<file path="src/rtl/interboard_pkg.sv">
// Shared definitions for the inter-board link: message types, word tags,
// word field positions and the receive FSM states.
package interboard_pkg;

  localparam int WORD_W  = 6;
  localparam int TIMER_W = 20;

  typedef logic [2:0] msg_type_t;

  // Message types shared with the transmitter and Game_Master.
  localparam msg_type_t MSG_RESET = 3'd0;
  localparam msg_type_t MSG_KEY   = 3'd1;
  localparam msg_type_t MSG_GUESS = 3'd2;
  localparam msg_type_t MSG_SCORE = 3'd3;

  localparam logic [1:0] TAG_W0 = 2'b10;
  localparam logic [1:0] TAG_W1 = 2'b01;

  // Word 0 = {tag, type[2:0], num[4]}; word 1 = {tag, num[3:0]}.
  localparam int TAG_HI    = 5;
  localparam int TAG_LO    = 4;
  localparam int TYPE_HI   = 3;
  localparam int TYPE_LO   = 1;
  localparam int NUM4_BIT  = 0;
  localparam int NUM_LO_HI = 3;
  localparam int NUM_LO_LO = 0;

  typedef enum logic [1:0] {
    W0_WAIT,
    W0_ACK,
    W1_WAIT,
    W1_ACK
  } rx_state_t;

  function automatic logic [1:0] word_tag(input logic [WORD_W-1:0] w);
    return w[TAG_HI:TAG_LO];
  endfunction

endpackage

</file>
<file path="src/rtl/sync_2ff.sv">
// Two-flop synchroniser for signals arriving asynchronously to clk.
module sync_2ff #(
  parameter int WIDTH = 1
) (
  input  logic             clk,
  input  logic             rst,
  input  logic [WIDTH-1:0] d,
  output logic [WIDTH-1:0] q
);

  logic [WIDTH-1:0] meta;

  // NOTE: non-blocking assignments so meta and q form a true two-stage
  // shift; blocking here would collapse the chain into a single flop.
  always_ff @(posedge clk or posedge rst) begin
    if (rst) begin
      meta <= '0;
      q    <= '0;
    end else begin
      meta <= d;
      q    <= meta;
    end
  end

endmodule

</file>
<file path="src/rtl/interboard_receiver.sv">
// Receive side of the inter-board link: synchronises the peer's 4-phase
// handshake, reassembles two 6-bit words and delivers one message pulse.
module interboard_receiver
  import interboard_pkg::*;
#(
  parameter logic [TIMER_W-1:0] TIMEOUT_CYC = TIMER_W'(1_000_000)
) (
  input  logic              clk,
  input  logic              rst,
  input  logic              Request_in,
  input  logic [WORD_W-1:0] inter_data_in,
  output logic              Ack_out,
  output logic              interboard_en,
  output logic [2:0]        interboard_msg_type,
  output logic [4:0]        interboard_number,
  output logic              interboard_rst,
  output logic              frame_err
);

  localparam logic [TIMER_W-1:0] TIMER_LAST = TIMEOUT_CYC - TIMER_W'(1);

  logic              req_s;
  logic [WORD_W-1:0] data_s;

  sync_2ff #(.WIDTH(1)) u_req_sync (
    .clk (clk),
    .rst (rst),
    .d   (Request_in),
    .q   (req_s)
  );

  sync_2ff #(.WIDTH(WORD_W)) u_data_sync (
    .clk (clk),
    .rst (rst),
    .d   (inter_data_in),
    .q   (data_s)
  );

  rx_state_t        state;
  logic [TIMER_W-1:0] timer;
  logic             discard;
  msg_type_t        lat_type;
  logic             lat_num4;
  logic [1:0]       tag;

  assign tag = word_tag(data_s);

  // discard also blocks W0_WAIT after an ack timeout until the peer finally
  // releases its request, so a stuck request is never re-accepted as a word.
  always_ff @(posedge clk or posedge rst) begin
    if (rst) begin
      state               <= W0_WAIT;
      timer               <= '0;
      discard             <= 1'b0;
      lat_type            <= MSG_RESET;
      lat_num4            <= 1'b0;
      Ack_out             <= 1'b0;
      interboard_en       <= 1'b0;
      interboard_rst      <= 1'b0;
      interboard_msg_type <= '0;
      interboard_number   <= '0;
      frame_err           <= 1'b0;
    end else begin
      interboard_en  <= 1'b0;
      interboard_rst <= 1'b0;
      frame_err      <= 1'b0;
      // NOTE: default saturating count first; a later "timer <= '0" in the
      // same block overrides it because the last non-blocking write wins.
      if (timer != '1) timer <= timer + TIMER_W'(1);

      unique case (state)
        W0_WAIT: begin
          if (discard) begin
            if (!req_s) discard <= 1'b0;
          end else if (req_s) begin
            Ack_out <= 1'b1;
            timer   <= '0;
            if (tag == TAG_W0) begin
              lat_type <= data_s[TYPE_HI:TYPE_LO];
              lat_num4 <= data_s[NUM4_BIT];
              state    <= W0_ACK;
            end else begin
              frame_err <= 1'b1;
              discard   <= 1'b1;
              state     <= W1_ACK;
            end
          end
        end

        W0_ACK: begin
          if (!req_s) begin
            Ack_out <= 1'b0;
            timer   <= '0;
            state   <= W1_WAIT;
          end else if (timer == TIMER_LAST) begin
            Ack_out   <= 1'b0;
            frame_err <= 1'b1;
            discard   <= 1'b1;
            timer     <= '0;
            state     <= W0_WAIT;
          end
        end

        W1_WAIT: begin
          if (req_s) begin
            Ack_out <= 1'b1;
            timer   <= '0;
            state   <= W1_ACK;
            if (tag == TAG_W1) begin
              if (lat_type == MSG_RESET) begin
                interboard_rst <= 1'b1;
              end else begin
                interboard_en       <= 1'b1;
                interboard_msg_type <= lat_type;
                interboard_number   <= {lat_num4, data_s[NUM_LO_HI:NUM_LO_LO]};
              end
            end else begin
              frame_err <= 1'b1;
              discard   <= 1'b1;
            end
          end else if (timer == TIMER_LAST) begin
            frame_err <= 1'b1;
            timer     <= '0;
            state     <= W0_WAIT;
          end
        end

        W1_ACK: begin
          if (!req_s) begin
            Ack_out <= 1'b0;
            discard <= 1'b0;
            timer   <= '0;
            state   <= W0_WAIT;
          end else if (timer == TIMER_LAST) begin
            Ack_out   <= 1'b0;
            frame_err <= 1'b1;
            discard   <= 1'b1;
            timer     <= '0;
            state     <= W0_WAIT;
          end
        end

        default: state <= W0_WAIT;
      endcase
    end
  end

endmodule

</file>
<file path="config.mk">
export PLATFORM = sky130hd
export DESIGN_NAME = interboard_receiver
export DESIGN_NICKNAME = d
export VERILOG_FILES = /design/src/rtl/interboard_pkg.sv /design/src/rtl/sync_2ff.sv /design/src/rtl/interboard_receiver.sv
export SDC_FILE = /design/constraint.sdc
export NUM_CORES = 1
export LEC_CHECK = 0
export CAP_MARGIN = 20
export CORE_UTILIZATION = 30
export DETAILED_ROUTE_END_ITERATION = 16
export PLACE_DENSITY = 0.54
export SLEW_MARGIN = 25
export SYNTH_ARGS = -nofsm -noshare
export SYNTH_HDL_FRONTEND = slang
export SYNTH_SLANG_ARGS = --single-unit
</file>
<file path="constraint.sdc">
create_clock -name clk -period 2.4 [get_ports clk]
set_clock_uncertainty 0.1 [all_clocks]
set_input_delay 0.48 -clock clk [delete_from_list [all_inputs] [get_ports clk]]
set_output_delay 0.48 -clock clk [all_outputs]
set_load 0.02 [all_outputs]
</file>
# Word level (Yosys, flattened, before mapping)

Cells that the tools add are included.

Output and inout port bits: 12
Bits of input ports: 9
Word-level logic and storage cells: 83
Register bits after elaboration: 53

Mux-type cells: 44
Equal/unequal tests: 13
Bitwise logic cells: 2
$add $sub $neg: 1
Reductions and logical operators: 8

Operators with widths:

| kind                                                | number |
|---|---|
| 2-to-1 mux 20 bit                                   | 6 |
| case mux 20 bit (3 select lines)                    | 1 |
| 2-to-1 mux 1 bit                                    | 26 |
| adder 20 x 1 -> 20 bit, second input constant       | 1 |
| equality test 20 bit, second input constant         | 1 |
| != test 20 bit, second input constant               | 1 |
| 2-to-1 mux 2 bit                                    | 7 |
| case mux 2 bit (4 select lines)                     | 1 |
| AND reduction 4 bit                                 | 2 |
| equality test 2 bit, second input constant          | 3 |
| != test 2 x 1 -> 1 bit, second input constant       | 3 |
| case mux 1 bit (3 select lines)                     | 2 |
| equality test 2 x 1 -> 1 bit, second input constant | 2 |
| != test 2 bit, second input constant                | 2 |
| case mux 1 bit (4 select lines)                     | 1 |
| AND reduction 2 bit                                 | 2 |
| zero test 3 bit                                     | 1 |
| != test 3 bit, second input constant                | 1 |
| AND reduction 3 bit                                 | 1 |
| zero test 2 bit                                     | 1 |
| NOT 1 bit                                           | 2 |
| OR reduction 2 bit                                  | 1 |

# Longest topological paths before layout

Depth in word-level cells: 5
Gate-level depth with buffers: 7

# Modules after synthesis

From an unflattened synthesis, not the netlist that was laid out.

Cell total of the unflattened synthesis: 196
Area, all modules: 2239.6 µm²

By module, submodules not included:

| module                 | area an instance (µm²) | cells each | sequential area each (µm²) | instances |
|---|---|---|---|---|
| interboard_receiver    | 1881.8                 | 180        | 975.9                      | 1 |
| sync_2ff (u_data_sync) | 304.0                  | 13         | 300.3                      | 1 |
| sync_2ff (u_req_sync)  | 53.8                   | 3          | 50.0                       | 1 |

# Least setup slack after synthesis

OpenSTA, ideal clock, no wires.

Path kind: register to register
Start point: register timer[7]
End point: register timer[12]
Arrival time: 1803 ps
Period minus slack after synthesis: 2035 ps
Setup time: 131 ps
Path slack: 365 ps
Cell stages (with the launch flop): 6
Path through: dfrtp_1 or4b_1 or4_4 o21ai_2 buf_6 nor3_2

Cells in the longest elaborated chain, start to end: 5
Elaborated cells on any way between the ends: 10
Classes of those cells: add/sub: 1; eq/ne: 2; mux: 7

RTL lines:

| item                                                            | RTL line                                                                          | RTL |
|---|---|---|
| start: declaration                                              | interboard_receiver.sv:40                                                         | `logic [TIMER_W-1:0] timer;` |
| start signal: assignment                                        | interboard_receiver.sv:69                                                         | `if (timer != '1) timer <= timer + TIMER_W'(1);` |
| adder 20 x 1 -> 20 bit / != test 20 bit (equally long branches) | interboard_receiver.sv:69                                                         |  |
| 2-to-1 mux 20 bit                                               | interboard_receiver.sv:69                                                         |  |
| 2-to-1 mux 20 bit (on tied branches)                            | -                                                                                 |  |
| 2-to-1 mux 20 bit (on tied branches)                            | interboard_receiver.sv:129, interboard_receiver.sv:73, interboard_receiver.sv:105 |  |
| case mux 20 bit (3 select lines) *                              | interboard_receiver.sv:71                                                         | `unique case (state)` |

Every way passes the cells marked *; elsewhere a longest branch is shown, timed or not.
A chain may end at the register's enable or synchronous reset.

# Final worst setup path

Start point: register timer[7]
End point: register timer[14]

Same word-level chain as after synthesis.

==> impl_metrics.env <==
export IMPL_irDropWorstVdd_mv=0.236
export IMPL_ys_seq_elements=53
export IMPL_cts_tree="yes"
export IMPL_required_ns=2.49
export IMPL_pwr_density_cell_nw_per_um2=795
export IMPL_fin_crit_ns=2.17
export IMPL_cts_sinks=53
export IMPL_synth_async_reset_ratio_pct=100
export IMPL_path_cells="or4b_1 > or4_4 > o21ai_2 > buf_12 > nor3_2"
export IMPL_die_area_um2=8370
export IMPL_final_max_slew_violation_count=0
export IMPL_first_pass_iters=4
export IMPL_grt_ovfl_total=0
export IMPL_hpwl_mm=3.14
export IMPL_cts_buffers=5
export IMPL_die_w_um=91.5
export IMPL_syn_area_per_cell_um2=11.4
export IMPL_synth_distinct_cells=48
export IMPL_worstSkewPairLatency_ns=0.30
export IMPL_num_antenna_cells=0
export IMPL_grt_max_degree=54
export IMPL_vias=1687
export IMPL_final_nets=249
export IMPL_cp_max_fo=20
export IMPL_tns_ns=0
export IMPL_p_leak_nw=1.15
export IMPL_setup_viol_count_final=0
export IMPL_num_rows=32
export IMPL_clk_pin_slew_worst_paths_ns=0.10
export IMPL_portBuffers=20
export IMPL_power_mw=2.28
export IMPL_synth_ff_type="dfrtp_1"
export IMPL_path_delay_family="simple AND/OR/NAND/NOR gates"
export IMPL_cts_max_path_buffers=2
export IMPL_critical_path_slowest_cell="or4b_1"
export IMPL_synth_seq_area_share_pct=55.2
export IMPL_cts_resized=0
export IMPL_fmax_ghz=0.460
export IMPL_drive_above_1_share_pct=22.1
export IMPL_postSynthCellCount=211
export IMPL_rsz0062_at_grt="false"
export IMPL_yosys_warnings=0
export IMPL_final_fill_count=766
export IMPL_hold_path_class="register to register"
export IMPL_grt_usage_pct=12.4
export IMPL_root_buffer="clkbuf_8"
export IMPL_wl_per_cell_um=13.3
export IMPL_area_growth_pct=19.4
export IMPL_htree_num_levels=2
export IMPL_vias_per_cell=4.93
export IMPL_hold_viol=0
export IMPL_final_common_cell="dfrtp_1"
export IMPL_post_cts_setup_buffers=0
export IMPL_final_cell_mix="53 x dfrtp_1, 20 x clkdlybuf4s50_1, 16 x nor2_1, 11 x nor2_2"
export IMPL_grt_pass1_wl_mm=8.22
export IMPL_core_area_um2=7730
export IMPL_status="complete, no violations"
export IMPL_critPathBufInv=1
export IMPL_antenna_found_initial=0
export IMPL_maxCapViolCount=0
export IMPL_initial_core_util_pct=31.1
export IMPL_num_io_pins=21
export IMPL_antenna_left=0
export IMPL_max_slew_margin_pct=63.9
export IMPL_gp_congestion=0.803
export IMPL_die_h_um=91.5
export IMPL_path_class="register to register"
export IMPL_routed_wl_mm=4.55
export IMPL_synth_edf_count=0
export IMPL_period_share_pct=90.5
export IMPL_crit_arrival_ns=2.26
export IMPL_worstMarginPinSlew_ns=0.537
export IMPL_critical_path_max_stage_delay_ns=0.56
export IMPL_drt_iter0_drc=82
export IMPL_grt_pass1_vias=1654
export IMPL_syn_nets=221
export IMPL_syn_area_um2=2400
export IMPL_cp_start_kind="register"
export IMPL_drc=0
export IMPL_worst_setup_path_end_kind="register"
export IMPL_ctsHoldBuffers=0
state kept, by name (all words and copies together) (netlist names):
register	flops
interboard_en	1
u_data_sync.meta	6
timer	20
frame_err	1
interboard_number	5
u_data_sync.q	6
lat_num4	1
Ack_out	1
discard	1
u_req_sync.meta	1
interboard_msg_type	3
interboard_rst	1
lat_type	3
state	2
u_req_sync.q	1
report_power, final:
part	switching [mW]	internal [mW]
registers	0.126	1.05
clock network	0.296	0.238
logic	0.290	0.285
total	0.712	1.57
final cells by class:
cell class                      instances  area (um^2)  area share (%)
Clock buffer                            6         82.6            2.88
Timing Repair Buffer                   27          278            9.68
Clock inverter                          2         16.3           0.567
Multi-Input combinational cell        144         1010            35.2
Tap cell                              102          128            4.45
Sequential cell                        53         1330            46.2
Inverter                                8         30.0            1.05
final timing paths:
check	slack (ns)	end	depth (start not counted)	start
worst max register to register	0.23	timer[14]	5	timer[7]
worst min-delay path	0.26	u_data_sync.q[2]	0	u_data_sync.meta[2]
worst max-delay path	0.23	timer[14]	5	timer[7]
max in group asynchronous	1.54	u_req_sync.q	3	rst
min in group asynchronous	0.43	lat_num4	3	rst
worst min register to register	0.26	u_data_sync.q[2]	0	u_data_sync.meta[2]
per-stage QoR:
step / setup WS (ns) / hold slack, ns / cells / cell area [um^2] / util (%)
after detailed placement: 0.240 / 0.235 / 334 / 2770 / 35.9
after global routing: 0.123 / 0.261 / 342 / 2870 / 37.1
after CTS: 0.214 / 0.258 / 342 / 2870 / 37.1
after global placement: 0.285 / 0.233 / 334 / 2770 / 35.9
final: 0.228 / 0.256 / 342 / 2870 / 37.1
after floorplan: 0.365 / 0.231 / 211 / 2400 / -
cells in the mapped netlist (2+ instances only):
cell type,number,share of area (%)
nor4_1,4,1.0
nand4_2,2,1.0
nor3_2,7,2.9
nand2b_1,2,0.52
a31oi_1,4,1.0
dfrtp_1,53,55
nor2_2,11,2.9
nor2_1,16,2.5
nor4b_1,2,0.73
o21ai_1,2,0.42
nand2_1,8,1.2
a211oi_2,2,1.0
or3_1,4,1.0
a21oi_1,9,1.9
xor2_1,3,1.1
mux2_2,8,3.7
clkbuf_1,4,0.62
nand4_1,2,0.52
inv_1,7,1.1
nor3_1,7,1.5
buf_6,2,0.94
o31ai_1,3,0.94
mux2_1,2,0.94
a22o_1,2,0.73
xnor2_1,7,2.6
nand3_1,9,1.9
and3_1,3,0.78
o21ai_0,4,0.83
a211oi_1,3,0.94
metal layers:
layer  up-vias  track usage, %  routed length, um
met3         6            2.60                185
met5         -               0                  0
met1       824            17.8               2220
met2        37            18.2               2070
li1        820               -                  -
met4         0            4.76                 72
cells by family (layout without fill, tap and decap cells):
| family | count (synthesis) | count (layout) | synth area share (%) |
|---|---|---|---|
| fa+ha+maj | 2 | 2 | 0.937 |
| simple gates | 84 | 84 | 21.6 |
| xor+xnor | 10 | 10 | 3.64 |
| flops | 53 | 53 | 55.2 |
| mux | 11 | 11 | 5.10 |
| compound gates | 37 | 37 | 10.8 |
| buf+inv | 14 | 43 | 2.81 |
No activity file was read; power rests on OpenSTA's default activity.
